[config.mk]
export PLATFORM = sky130hd
export DESIGN_NAME = cache_ctrl_2way_flat
export DESIGN_NICKNAME = d
export VERILOG_FILES = /design/src/rtl/cache_ctrl_2way_if.sv /design/src/rtl/cache_ctrl_2way.sv /design/src/flat_wrapper.sv
export SDC_FILE = /design/constraint.sdc
export NUM_CORES = 1
export LEC_CHECK = 0
export CAP_MARGIN = 20
export CORE_MARGIN = 4
export CORE_UTILIZATION = 30
export CTS_CLUSTER_SIZE = 10
export DETAILED_ROUTE_END_ITERATION = 10
export HOLD_SLACK_MARGIN = 0.15
export PLACE_DENSITY_LB_ADDON = 0.15
export SETUP_SLACK_MARGIN = 0.02
export SYNTH_ARGS = -nofsm -noshare
export SYNTH_HDL_FRONTEND = slang
export SYNTH_SLANG_ARGS = --single-unit
[constraint.sdc]
create_clock -name clock -period 2.4 [get_ports clock]
set_input_delay 0.24 -clock clock [delete_from_list [all_inputs] [get_ports clock]]
set_output_delay 0.24 -clock clock [all_outputs]
set_load 0.02 [all_outputs]
[src/rtl/cache_ctrl_2way_if.sv]
// CPU-side request/response bundle for the 2-way cache controller.
//   master (CPU)   : drives req_valid, req_write, req_addr; sees req_ready, resp_valid, resp_hit
//   slave  (cache) : the mirror image
interface cache_ctrl_2way_if #(
  parameter int ADDR_W = 5
);
  logic              req_valid;
  logic              req_write;
  logic [ADDR_W-1:0] req_addr;
  logic              req_ready;
  logic              resp_valid;
  logic              resp_hit;

  modport master (
    output req_valid, req_write, req_addr,
    input  req_ready, resp_valid, resp_hit
  );

  modport slave (
    input  req_valid, req_write, req_addr,
    output req_ready, resp_valid, resp_hit
  );
endinterface

[src/rtl/cache_ctrl_2way.sv]
// Sequencer for a 2-way set-associative, write-back, write-allocate cache
// sitting in front of a single-port RAM. Owns tag/valid/dirty/LRU metadata and
// drives the data-array and RAM control; data words travel through the
// external datapath muxes.
// Ports:
//   clock, reset_n  : clock and asynchronous active-low reset
//   bus (slave)     : CPU valid/ready request, one-cycle response pulse + hit flag
//   arr_we/arr_src/arr_set/arr_way : data-array write enable, source (0 CPU, 1 RAM q), set, way
//   ram_addr/ram_wren/write_back   : RAM address and write-back strobe
//   state, lru, valid_o, dirty_o   : observability of FSM state and metadata
module cache_ctrl_2way #(
  parameter int RAM_LAT = 2,
  parameter int ADDR_W  = 5
) (
  input  logic              clock,
  input  logic              reset_n,
  cache_ctrl_2way_if.slave  bus,
  output logic              arr_we,
  output logic              arr_src,
  output logic [1:0]        arr_set,
  output logic              arr_way,
  output logic [ADDR_W-1:0] ram_addr,
  output logic              ram_wren,
  output logic              write_back,
  output logic [2:0]        state,
  output logic [3:0]        lru,
  output logic [7:0]        valid_o,
  output logic [7:0]        dirty_o
);
  localparam int TAG_W = ADDR_W - 2;
  localparam int CNT_W = (RAM_LAT > 1) ? $clog2(RAM_LAT) : 1;

  typedef enum logic [2:0] {
    IDLE   = 3'd0,
    LOOKUP = 3'd1,
    WB     = 3'd2,
    FILL   = 3'd3,
    RESP   = 3'd4
  } state_t;

  state_t            state_r;
  logic [ADDR_W-1:0] addr_q_r;
  logic              write_q_r;
  logic              miss_r;
  logic              victim_r;
  logic              hit_way_r;
  logic [CNT_W-1:0]  cnt_r;
  logic [TAG_W-1:0]  tag_r [8];   // indexed by {set, way}
  logic [7:0]        valid_r;
  logic [7:0]        dirty_r;
  logic [3:0]        lru_r;

  logic [1:0]        set_s;
  logic [TAG_W-1:0]  tagq_s;
  logic [2:0]        idx0_s, idx1_s, vic_idx_s, new_vic_idx_s;
  logic              hit0_s, hit1_s, hit_s, hit_way_s, victim_s, last_s;

  assign set_s         = addr_q_r[1:0];
  assign tagq_s        = addr_q_r[ADDR_W-1:2];
  assign idx0_s        = {set_s, 1'b0};
  assign idx1_s        = {set_s, 1'b1};
  assign hit0_s        = valid_r[idx0_s] && (tag_r[idx0_s] == tagq_s);
  assign hit1_s        = valid_r[idx1_s] && (tag_r[idx1_s] == tagq_s);
  assign hit_s         = hit0_s || hit1_s;
  assign hit_way_s     = hit1_s;
  // Fill empty ways first (way0 before way1); only evict by LRU when both are valid.
  assign victim_s      = !valid_r[idx0_s] ? 1'b0 : (!valid_r[idx1_s] ? 1'b1 : lru_r[set_s]);
  assign new_vic_idx_s = {set_s, victim_s};
  assign vic_idx_s     = {set_s, victim_r};
  assign last_s        = (cnt_r == CNT_W'(RAM_LAT - 1));

  assign state   = state_r;
  assign lru     = lru_r;
  assign valid_o = valid_r;
  assign dirty_o = dirty_r;

  // State machine and metadata update.
  always_ff @(posedge clock or negedge reset_n) begin
    if (!reset_n) begin
      state_r   <= IDLE;
      addr_q_r  <= {ADDR_W{1'b0}};
      write_q_r <= 1'b0;
      miss_r    <= 1'b0;
      victim_r  <= 1'b0;
      hit_way_r <= 1'b0;
      cnt_r     <= {CNT_W{1'b0}};
      valid_r   <= 8'd0;
      dirty_r   <= 8'd0;
      lru_r     <= 4'd0;
      for (int i = 0; i < 8; i++) tag_r[i] <= {TAG_W{1'b0}};
    end else begin
      case (state_r)
        IDLE: begin
          if (bus.req_valid) begin
            addr_q_r  <= bus.req_addr;
            write_q_r <= bus.req_write;
            miss_r    <= 1'b0;
            state_r   <= LOOKUP;
          end
        end
        LOOKUP: begin
          if (hit_s) begin
            if (write_q_r) dirty_r[{set_s, hit_way_s}] <= 1'b1;
            lru_r[set_s] <= ~hit_way_s;
            hit_way_r    <= hit_way_s;
            state_r      <= RESP;
          end else begin
            miss_r   <= 1'b1;
            victim_r <= victim_s;
            cnt_r    <= {CNT_W{1'b0}};
            state_r  <= (valid_r[new_vic_idx_s] && dirty_r[new_vic_idx_s]) ? WB : FILL;
          end
        end
        WB: begin
          dirty_r[vic_idx_s] <= 1'b0;
          state_r            <= FILL;
        end
        FILL: begin
          if (last_s) begin
            tag_r[vic_idx_s]   <= tagq_s;
            valid_r[vic_idx_s] <= 1'b1;
            dirty_r[vic_idx_s] <= 1'b0;
            state_r            <= LOOKUP;   // replay; now hits
          end else begin
            cnt_r <= cnt_r + CNT_W'(1);
          end
        end
        RESP: begin
          state_r <= IDLE;
        end
        default: begin
          state_r <= IDLE;
        end
      endcase
    end
  end

  // Per-state decode of array, RAM and handshake controls.
  always_comb begin
    bus.req_ready  = 1'b0;
    bus.resp_valid = 1'b0;
    bus.resp_hit   = 1'b0;
    arr_we         = 1'b0;
    arr_src        = 1'b0;
    arr_set        = set_s;
    arr_way        = 1'b0;
    ram_addr       = {ADDR_W{1'b0}};
    ram_wren       = 1'b0;
    case (state_r)
      IDLE: begin
        bus.req_ready = 1'b1;
      end
      LOOKUP: begin
        if (hit_s) begin
          arr_way = hit_way_s;
          arr_we  = write_q_r;
        end else begin
          arr_way = victim_s;
        end
      end
      WB: begin
        arr_way  = victim_r;
        ram_addr = {tag_r[vic_idx_s], set_s};
        ram_wren = 1'b1;
      end
      FILL: begin
        arr_way  = victim_r;
        ram_addr = {tagq_s, set_s};
        if (last_s) begin
          arr_we  = 1'b1;
          arr_src = 1'b1;
        end else begin
          arr_we  = 1'b0;
        end
      end
      RESP: begin
        bus.resp_valid = 1'b1;
        bus.resp_hit   = ~miss_r;
        arr_way        = hit_way_r;
      end
      default: begin
        bus.req_ready = 1'b0;
      end
    endcase
  end

  assign write_back = ram_wren;
endmodule

[src/flat_wrapper.sv]
// flat-port wrapper written by rule: the top's interface ports become plain ports
module cache_ctrl_2way_flat 
#(
  parameter int RAM_LAT = 2,
  parameter int ADDR_W  = 5
)
  (clock, reset_n, arr_we, arr_src, arr_set, arr_way, ram_addr, ram_wren, write_back, state, lru, valid_o, dirty_o, bus_req_valid, bus_req_write, bus_req_addr, bus_req_ready, bus_resp_valid, bus_resp_hit);
  cache_ctrl_2way_if #(.ADDR_W(ADDR_W)) bus_i ();
  input  logic clock;
  input  logic reset_n;
  output logic arr_we;
  output logic arr_src;
  output logic [1:0] arr_set;
  output logic arr_way;
  output logic [ADDR_W-1:0] ram_addr;
  output logic ram_wren;
  output logic write_back;
  output logic [2:0] state;
  output logic [3:0] lru;
  output logic [7:0] valid_o;
  output logic [7:0] dirty_o;
  input wire logic [$bits(bus_i.req_valid)-1:0] bus_req_valid;
  input wire logic [$bits(bus_i.req_write)-1:0] bus_req_write;
  input wire logic [$bits(bus_i.req_addr)-1:0] bus_req_addr;
  output wire logic [$bits(bus_i.req_ready)-1:0] bus_req_ready;
  output wire logic [$bits(bus_i.resp_valid)-1:0] bus_resp_valid;
  output wire logic [$bits(bus_i.resp_hit)-1:0] bus_resp_hit;
  assign bus_i.req_valid = bus_req_valid;
  assign bus_i.req_write = bus_req_write;
  assign bus_i.req_addr = bus_req_addr;
  assign bus_req_ready = bus_i.req_ready;
  assign bus_resp_valid = bus_i.resp_valid;
  assign bus_resp_hit = bus_i.resp_hit;
  cache_ctrl_2way #(.RAM_LAT(RAM_LAT), .ADDR_W(ADDR_W)) u_core (.clock(clock), .reset_n(reset_n), .bus(bus_i), .arr_we(arr_we), .arr_src(arr_src), .arr_set(arr_set), .arr_way(arr_way), .ram_addr(ram_addr), .ram_wren(ram_wren), .write_back(write_back), .state(state), .lru(lru), .valid_o(valid_o), .dirty_o(dirty_o));
endmodule
After elaboration in Yosys (flattened, before gate mapping) --
Cells that the tools add are included.
Storage, ports and cells: input port bits 9, word-level logic and storage cells 131, register bits 57, output and inout port bits 38
Operators by class: mux-type cells 57, order comparisons 13, add/subtract/negate cells 1, reductions and logical operators 21, eq/ne operators 11, bitwise logic cells 10
Operators with widths (number):
- two-way mux 3 bit | 10
- binary-select mux 3 bit (select 3 bit) | 3
- bitwise mux 24 bit | 1
- two-way mux 8 bit | 3
- one-hot mux 8 bit (3 select lines) | 1
- two-way mux 1 bit | 23
- < comparator 3 x 4 -> 1 bit (second input constant) | 5
- bitwise OR 8 bit | 2
- greater-or-equal comparator 4 bit (second input constant) | 3
- NOT 3 -> 4 bit | 3
- one-hot mux 3 bit (4 select lines) | 1
- AND reduction 2 bit | 6
- one-hot mux 5 bit (2 select lines) | 1
- demux 3 bit (select 3 bit) | 1
- AND 8 bit | 1
- NOT 8 bit | 1
- logical AND 1 bit | 7
- binary-select mux 1 bit (select 2 bit) | 3
- binary-select mux 1 bit (select 3 bit) | 2
- demux 1 bit (select 3 bit) | 2
- equality test 3 x 2 -> 1 bit (second input constant) | 2
- equality test 3 bit | 2
- greater-or-equal comparator 3 x 1 -> 1 bit (second input constant) | 2
- inequality test 2 x 1 -> 1 bit (second input constant) | 3
- other kinds (19) | 25

Depth between registers and ports, before layout --
Gate-level depths: netlist (run 1).
word-level depth 14, gate-level depth with buffers 7, mapped depth without buffers 5

Least setup slack after synthesis (run 1) --
OpenSTA, ideal clock, no wires.
path type reg-to-output, start point reg u_core.addr_q_r[0], end point out arr_way, setup slack -0.144 ns, buffers on the path 2, data required time 2.160 ns, stages on the path, launching flop included 8, arrival 2.304 ns, cell sequence dfrtp_1 -> buf_6 -> mux4_1 -> xnor2_1 -> and4_1 -> buf_2 -> or3_4 -> o2111ai_1
On the way: cells in the longest elaborated chain, start to end 9, elaborated cells between the ends (all ways) 23, those cells by class eq/ne: 2; mux: 16; bitwise: 2; reduce/logical: 3
RTL lines:
- start, declared | line cache_ctrl_2way.sv:42 | logic [ADDR_W-1:0] addr_q_r;
- start signal, assigned | line cache_ctrl_2way.sv:81 | addr_q_r <= {ADDR_W{1'b0}};
- start signal, assigned | line cache_ctrl_2way.sv:95 | addr_q_r <= bus.req_addr;
- NOT 3 -> 4 bit, on equally long branches | line cache_ctrl_2way.sv:62, cache_ctrl_2way.sv:63
- binary-select mux 3 bit (select 3 bit), on equally long branches | line cache_ctrl_2way.sv:62, cache_ctrl_2way.sv:63
- two-way mux 3 bit, on equally long branches (2 in a row) | line cache_ctrl_2way.sv:62, cache_ctrl_2way.sv:63
- equality test 3 bit, on equally long branches | line cache_ctrl_2way.sv:62, cache_ctrl_2way.sv:63
- logical AND 1 bit, on equally long branches | line cache_ctrl_2way.sv:62, cache_ctrl_2way.sv:63
- logical OR 1 bit | line cache_ctrl_2way.sv:64 | assign hit_s = hit0_s || hit1_s;
- two-way mux 1 bit * | line cache_ctrl_2way.sv:154 | if (hit_s) begin
- one-hot mux 1 bit (3 select lines) * | line cache_ctrl_2way.sv:149 | case (state_r)
- end, declared | line flat_wrapper.sv:14 | output logic arr_way;
Every way passes the cells marked *; elsewhere a longest branch is shown, timed or not. The select of a mux whose other input is x is not followed.

Worst setup path in the final report (run 1) --
start point reg u_core.addr_q_r[0], end point out arr_we
On the way: cells in the longest elaborated chain, start to end 9, elaborated cells between the ends (all ways) 19, those cells by class eq/ne: 2; mux: 12; bitwise: 2; reduce/logical: 3
RTL lines:
- NOT 3 -> 4 bit, on equally long branches | line cache_ctrl_2way.sv:62, cache_ctrl_2way.sv:63
- binary-select mux 3 bit (select 3 bit), on equally long branches | line cache_ctrl_2way.sv:62, cache_ctrl_2way.sv:63
- two-way mux 3 bit, on equally long branches (2 in a row) | line cache_ctrl_2way.sv:62, cache_ctrl_2way.sv:63
- equality test 3 bit, on equally long branches | line cache_ctrl_2way.sv:62, cache_ctrl_2way.sv:63
- logical AND 1 bit, on equally long branches | line cache_ctrl_2way.sv:62, cache_ctrl_2way.sv:63
- logical OR 1 bit * | line cache_ctrl_2way.sv:64
- two-way mux 1 bit * | line cache_ctrl_2way.sv:154
- one-hot mux 1 bit (2 select lines) * | line cache_ctrl_2way.sv:149
- end, declared | line flat_wrapper.sv:11 | output logic arr_we;
Marks and branches as above.

==> results of run 1 <==
[worst reg2reg max path, stage by stage, from the launching register on]
cell	delay, ns
dfrtp_1	0.39
buf_6	0.13
mux4_2	0.53
xor2_2	0.18
nor4_4	0.33
buf_4	0.17
buf_4	0.14
buf_6	0.14
o211ai_1	0.12
a22oi_1	0.17
[layout by cell type, fill, tap and decap left out, drive strengths merged, types with 2 or more instances in the layout]
cell,instances
nor3,4
bufinv,2
dfrtp,57
nor2,12
buf,64
and2,7
clkdlybuf4s50,40
a22oi,3
or3,2
o31ai,9
nor3b,2
a21oi,7
clkbuf,12
o21ai,11
mux4,11
nand2,14
nor2b,3
xnor2,3
inv,8
or2,7
o211ai,3
clkinv,2
nand2b,9
mux2i,4
o2111ai,2
xor2,3
o41ai,4
mux2,31
nand3,2
[what timing repair did]
action	4_1_cts	5_1_grt
hold buffers	1	0
endpoints found under the hold margin	57	0
setup buffers	2	5
resized for setup	42	22
setup endpoints to repair	11	21
pin swaps	7	8
[state kept, by name (all words and copies together) (netlist names)]
name / cells
u_core.dirty_o: 8
u_core.write_q_r: 1
u_core.valid_o: 8
u_core.addr_q_r: 5
u_core.lru: 4
u_core.hit_way_r: 1
u_core.miss_r: 1
u_core.victim_r: 1
u_core.cnt_r: 1
u_core.tag_r: 24
u_core.state: 3
[power by group through the flow]
stage	registers [mW]	logic, mW	clock network (mW)
after detailed placement	1.74	4.03	0
after CTS	1.75	4.27	1.07
final	1.75	4.45	1.04
after global routing	1.81	4.79	1.11
after floorplan	1.81	2.17	0
after global placement	1.74	4.03	0
[worst paths after layout]
path,slack [ns],to
max,-0.31,arr_we
min,0.44,u_core.write_q_r$_DFFE_PN0P_
max reg2reg,-0.01,u_core.lru[1]$_DFFE_PN0P_
min reg2reg,0.51,u_core.cnt_r$_DFFE_PN0P_
max in group asynchronous,1.69,u_core.valid_o[4]$_DFFE_PN0P_
min in group clock,0.51,u_core.cnt_r$_DFFE_PN0P_
[final cells by class]
type	instances	area, µm²
Clock buffer	11	151
Fill cell	933	5370
Multi-Input combinational cell	164	1510
Sequential cell	57	1430
Timing Repair Buffer	106	952
Tap cell	133	166
Inverter	8	30.0
Clock inverter	5	77.6
[routing by layer]
metal / share of wire / wire, µm / track usage
met1: 0.46 / 3820 / 0.211
met2: 0.49 / 4060 / 0.247
met3: 0.043 / 357 / 0.0324
met4: 0.013 / 105 / 0.0505
met5: 0 / 0 / 0
[metrics by stage]
step	setup TNS [ns]	setup slack [ns]	power [mW]	cells
2_1_floorplan	0	0.0236	3.97	251
3_3_place_gp	-0.934	-0.483	5.77	462
3_5_place_dp	-1.03	-0.516	5.77	462
4_1_cts	-0.897	-0.337	7.09	480
5_1_grt	-1.39	-0.453	7.71	484
6_report	-0.594	-0.307	7.25	484
[logic make-up (layout without fill, tap and decap cells)]
logic type      Yosys count  count (layout)  synth area share
compound gates           46              46             0.107
xor+xnor                  6               6            0.0177
buf+inv                  30             130            0.0472
flops                    57              57             0.481
mux                      46              46             0.224
simple gates             66              66             0.124
==> metrics, run 1 <==
status finished, violations left; failing checks negative setup slack; CTS tree done; Synth Net Count 260; Antenna Nets Post-Route 0; TritonRoute pass-1 iters 4; # H-tree levels 3; r2r worst-path depth 9; Period minus WS final ~2.7 ns; startpoint types register; Int Pwr approximately 4.3 mW; Detailed Route WL approximately 8300 µm; Most Frequent Cell on Critical Path buf_6; RSZ-0062 raised after global routing true; ranking of synthesized cells by area dfrtp_1 48%, mux2_2 12%, mux4_1 6.2%; synth cell count leaders 57 x dfrtp_1, 31 x mux2_2, 14 x clkbuf_1, 14 x nand2_1, 12 x nor2_1; FF-to-FF Start u_core.addr_q_r[0]$_DFFE_PN0P_; Die ar. approximately 12000 µm²; Initial Util 0.306; initial DRC count 116; NetSw 2.91 mW; die width approximately 110 µm; diode count 0; Detail Placement HPWL around 6000 µm; Clk Latency, worst-skew pair around 0.34 ns; Reg power frac 0.242; worst setup margin -0.307 ns; Ports between 40 and 50; Avg Cell Area, Syn ~12 µm²; Main synth FF type dfrtp_1; Vias per Instance 4.81; vias in the first global route 2466; clock sinks between 50 and 60; clk buf depth 2; Hold Slack about 0.44 ns; critical-path cell list buf_6, mux4_2, xor2_2, nor4_4, buf_4, o21a_1, a21o_1, buf_6; sequential fraction of the synthesis area 0.481; largest net degree at the start of global routing 58; Switching Share 0.401; Port Buffer Count 46; Residual DRC 0; Worst path slowest cell mux4_2; top-area cell type share of the netlist area 0.481; crit-path leading delay family multiplexers; utilization after layout 0.446; Synth Register Bits 57; total gr overflow 0; Worst Path Max Fanout 3; initial antenna violation count 0; Max-slew headroom 0.671; Final period util 1.13; Clock Power Share 0.144; Worst-Margin Slew about 0.49 ns; layout cell share with drive strength beyond 1 0.419; final net count roughly 360; EDFF count, synth 0; post-route cell area about 4300 µm²; Leak 1.84 nW; global-route wire length before repair between 10000 and 15000 µm; core area between 9000 and 10000 µm²; Comb power frac 0.614; Layout area overhead 45.5%; Largest stage delay, worst path between 0.5 and 0.6 ns; Clock transition at path regs about 0.070 ns; most frequent cell after synthesis dfrtp_1; CP Class register to primary output; CTS Buf Count 9; Final Hold Vio Count 0; clk_skew 0.00782 ns; Async SR Flop Fraction 1.00; PD cells 1680 nW/µm²; fmax around 370 MHz; Critical Path Source u_core.addr_q_r[0]$_DFFE_PN0P_; Netlist cell types 43; max-slew violations 0; area leader, netlist dfrtp_1; Worst Path Buf+Inv 3; placer congestion estimate 0.809; GR Util All Layers 0.155; # Max-Cap Violations 0; DR vias about 2300; Root Buffer clkbuf_8; VDD IR-drop max ~440 µV; Die Y ~110 µm; CP required 2.16 ns; FP Rows 36; Min-Delay Path Class primary input to async pin; crit path DAT between 2 and 2.5 ns; DP Area 3930 µm²; instance count on the critical path 8; synthesized netlist cell count 251; Setup-failing EPs final 3; Post-Syn Area between 2000 and 3000 µm²; WL per Instance 17.2 µm; YS warnings 0; endpoint type of the worst setup path primary output
No activity file was read; power rests on OpenSTA's default activity.
==> run 2, diff against run 1 <==
--- a/config.mk
+++ b/config.mk
@@ -6,7 +6,6 @@
 export NUM_CORES = 1
 export LEC_CHECK = 0
 export CAP_MARGIN = 20
-export CORE_MARGIN = 4
 export CORE_UTILIZATION = 30
 export CTS_CLUSTER_SIZE = 10
 export DETAILED_ROUTE_END_ITERATION = 10
==> run 2 against run 1 <==
  * The flow still finishes with violations (negative setup slack)
  * Clock power decreased by 11%
  * Core utilization about the same
  * Power decreased by 5.3%
  * Via count decreased by 2.2%
  * Sequential power about the same
  * Setup slack got worse by 0.035 ns
  * Non-clock buffer count increased by 1
==> metrics, run 2 (synthesis results as in run 1) <==
Worst-Margin Slew 0.431 ns (-0.0569 ns); Worst Path Max Fanout 5 (+2); Setup-failing EPs final 2 (-1); status finished, violations left; WL per Instance 16.5 µm (-4.2%); Die Y 101 µm (-5.6%); Detail Placement HPWL 5850 µm (-4.7%); largest net degree at the start of global routing 30 (-48%); final net count 356 (+0.28%); max-slew violations 0 (unchanged); FP Rows 35 (-2.8%); total gr overflow 0 (unchanged); TritonRoute pass-1 iters 4 (unchanged); GR Util All Layers 0.172 (+0.0170); failing checks negative setup slack; Reg with most FFs u_core.tag_r; diode count 0 (unchanged); clk_skew 0.0124 ns (+0.00463 ns); Hold Slack 0.335 ns (-0.108 ns); crit path DAT 2.50 ns (+0.03 ns); Period minus WS final 2.74 ns (+0.0352 ns); Port Buffer Count 46 (unchanged); commonest cells after routing, fill and taps aside 56 x buf_4, 55 x dfrtp_1, 39 x clkdlybuf4s50_1, 31 x mux2_2, 14 x nand2_1; layout cell share with drive strength beyond 1 0.410 (-0.00855); VDD IR-drop max 441 µV (+0.59%); critical-path cell list buf_6, mux4_2, xor2_2, nor4_4, buf_4, or3_4, o2111ai_4, buf_6; Ports 47 (unchanged); Residual DRC 0 (unchanged); Layout area overhead 41.3%; die width 101 µm (-5.6%); Worst path slowest cell mux4_2; Max-slew headroom 0.713 (+0.0422); clock sinks 57 (unchanged); PD cells 1640 nW/µm² (-2.5%); Most Frequent Cell on Critical Path buf_6; vias in the first global route 2443 (-0.93%); instance count on the critical path 8 (unchanged); clk buf depth 2 (unchanged); Final Hold Vio Count 0 (unchanged); Final period util 1.14 (+0.0147); max FFs per register 24 (unchanged); Clk Latency, worst-skew pair 0.34 ns (about the same); Layout Cells excl Fill 480 (-0.83%); startpoint types register; CTS Buf Count 9 (unchanged); CP Class register to primary output; Largest stage delay, worst path 0.53 ns (about the same); global-route wire length before repair 13000 µm (-4.6%); fmax 365 MHz (-1.3%); CTS tree done; DR vias 2278 (-2.2%); endpoint type of the worst setup path primary output; Die ar. 10300 µm² (-11%); Initial Util 0.315 (+0.00875); CP required 2.16 ns (about the same); Leak 1.83 nW (-0.58%); r2r worst-path depth 8 (-1); Worst Path Buf+Inv 3 (unchanged); worst setup margin -0.342 ns (-0.0352 ns); RSZ-0062 raised after global routing true; initial antenna violation count 0 (unchanged); crit-path leading delay family multiplexers; most common cell after layout, fill and taps aside buf_4; Min-Delay Path Class primary input to async pin; initial DRC count 68 (-41%); core area 9420 µm² (-2.8%); # Max-Cap Violations 0 (unchanged); Vias per Instance 4.75 (-1.4%); Root Buffer clkbuf_8; Detailed Route WL 7930 µm (-5.0%); # H-tree levels 3 (unchanged); setup TNS -0.618 ns (-0.0239 ns); placer congestion estimate 0.776 (-4.1%); dpl cells 460 (-0.43%); Antenna Nets Post-Route 0 (unchanged); Clock transition at path regs 0.06 ns (about the same)
run 2: routing by layer:
layer  vias up  share of wire  global-route usage
li1       1092              -                   -
met1      1123           0.48               0.230
met2        54           0.47               0.269
met3         9          0.034              0.0483
met4         0          0.012              0.0546
met5         -              0                   0
run 2: path summary, 6_finish.rpt:
check	start	end	slack, ns
setup reg to reg	u_core.addr_q_r[0]$_DFFE_PN0P_	u_core.dirty_o[0]$_DFFE_PN0P_	0.11
max in group asynchronous	reset_n	u_core.tag_r[9]$_DFFE_PN0P_	1.37
min in group clock	u_core.tag_r[2]$_DFFE_PN0P_	u_core.tag_r[2]$_DFFE_PN0P_	0.50
setup / recovery	u_core.addr_q_r[0]$_DFFE_PN0P_	arr_way	-0.34
hold / removal	reset_n	u_core.valid_o[7]$_DFFE_PN0P_	0.34
hold reg to reg	u_core.tag_r[2]$_DFFE_PN0P_	u_core.tag_r[2]$_DFFE_PN0P_	0.50
run 2: layout make-up:
cell class                      count  area (µm²)
Sequential cell                    57        1430
Multi-Input combinational cell    164        1450
Fill cell                         897        5220
Inverter                            8        30.0
Tap cell                          129         161
Clock inverter                      3        40.0
Clock buffer                       12         155
Timing Repair Buffer              107         925
run 2: power breakdown:
group	internal (mW)	leakage (nW)	switching, mW
clock	0.527	0.102	0.393
combinational	2.20	1.03	2.00
sequential	1.40	0.694	0.358
total	4.12	1.83	2.75
run 2: worst reg2reg max path, stage by stage, from the launching register on:
cell and delay (ns):
dfrtp_2 0.43, buf_6 0.12, mux4_2 0.53, xor2_2 0.18, nor4_4 0.31, buf_4 0.18
buf_4 0.16, nor3_2 0.09, o31ai_1 0.21
run 2: per-stage QoR:
step / cell area [µm²] / util / power (mW) / worst slack (ns)
2_1_floorplan: 2980 / - / 3.97 / 0.0236
3_5_place_dp: 3910 / 0.415 / 5.71 / -0.629
4_1_cts: 4170 / 0.443 / 6.86 / -0.368
5_1_grt: 4190 / 0.445 / 7.34 / -0.444
6_report: 4190 / 0.445 / 6.87 / -0.342
3_3_place_gp: 3910 / 0.415 / 5.71 / -0.593
run 2: timing repair:
item	4_1_cts	5_1_grt
buffers inserted	4	0
pin swaps	4	6
hold buffers	1	0
resized for setup	41	15
gates cloned	0	0
setup endpoints to repair	22	19
endpoints found under the hold margin	28	0
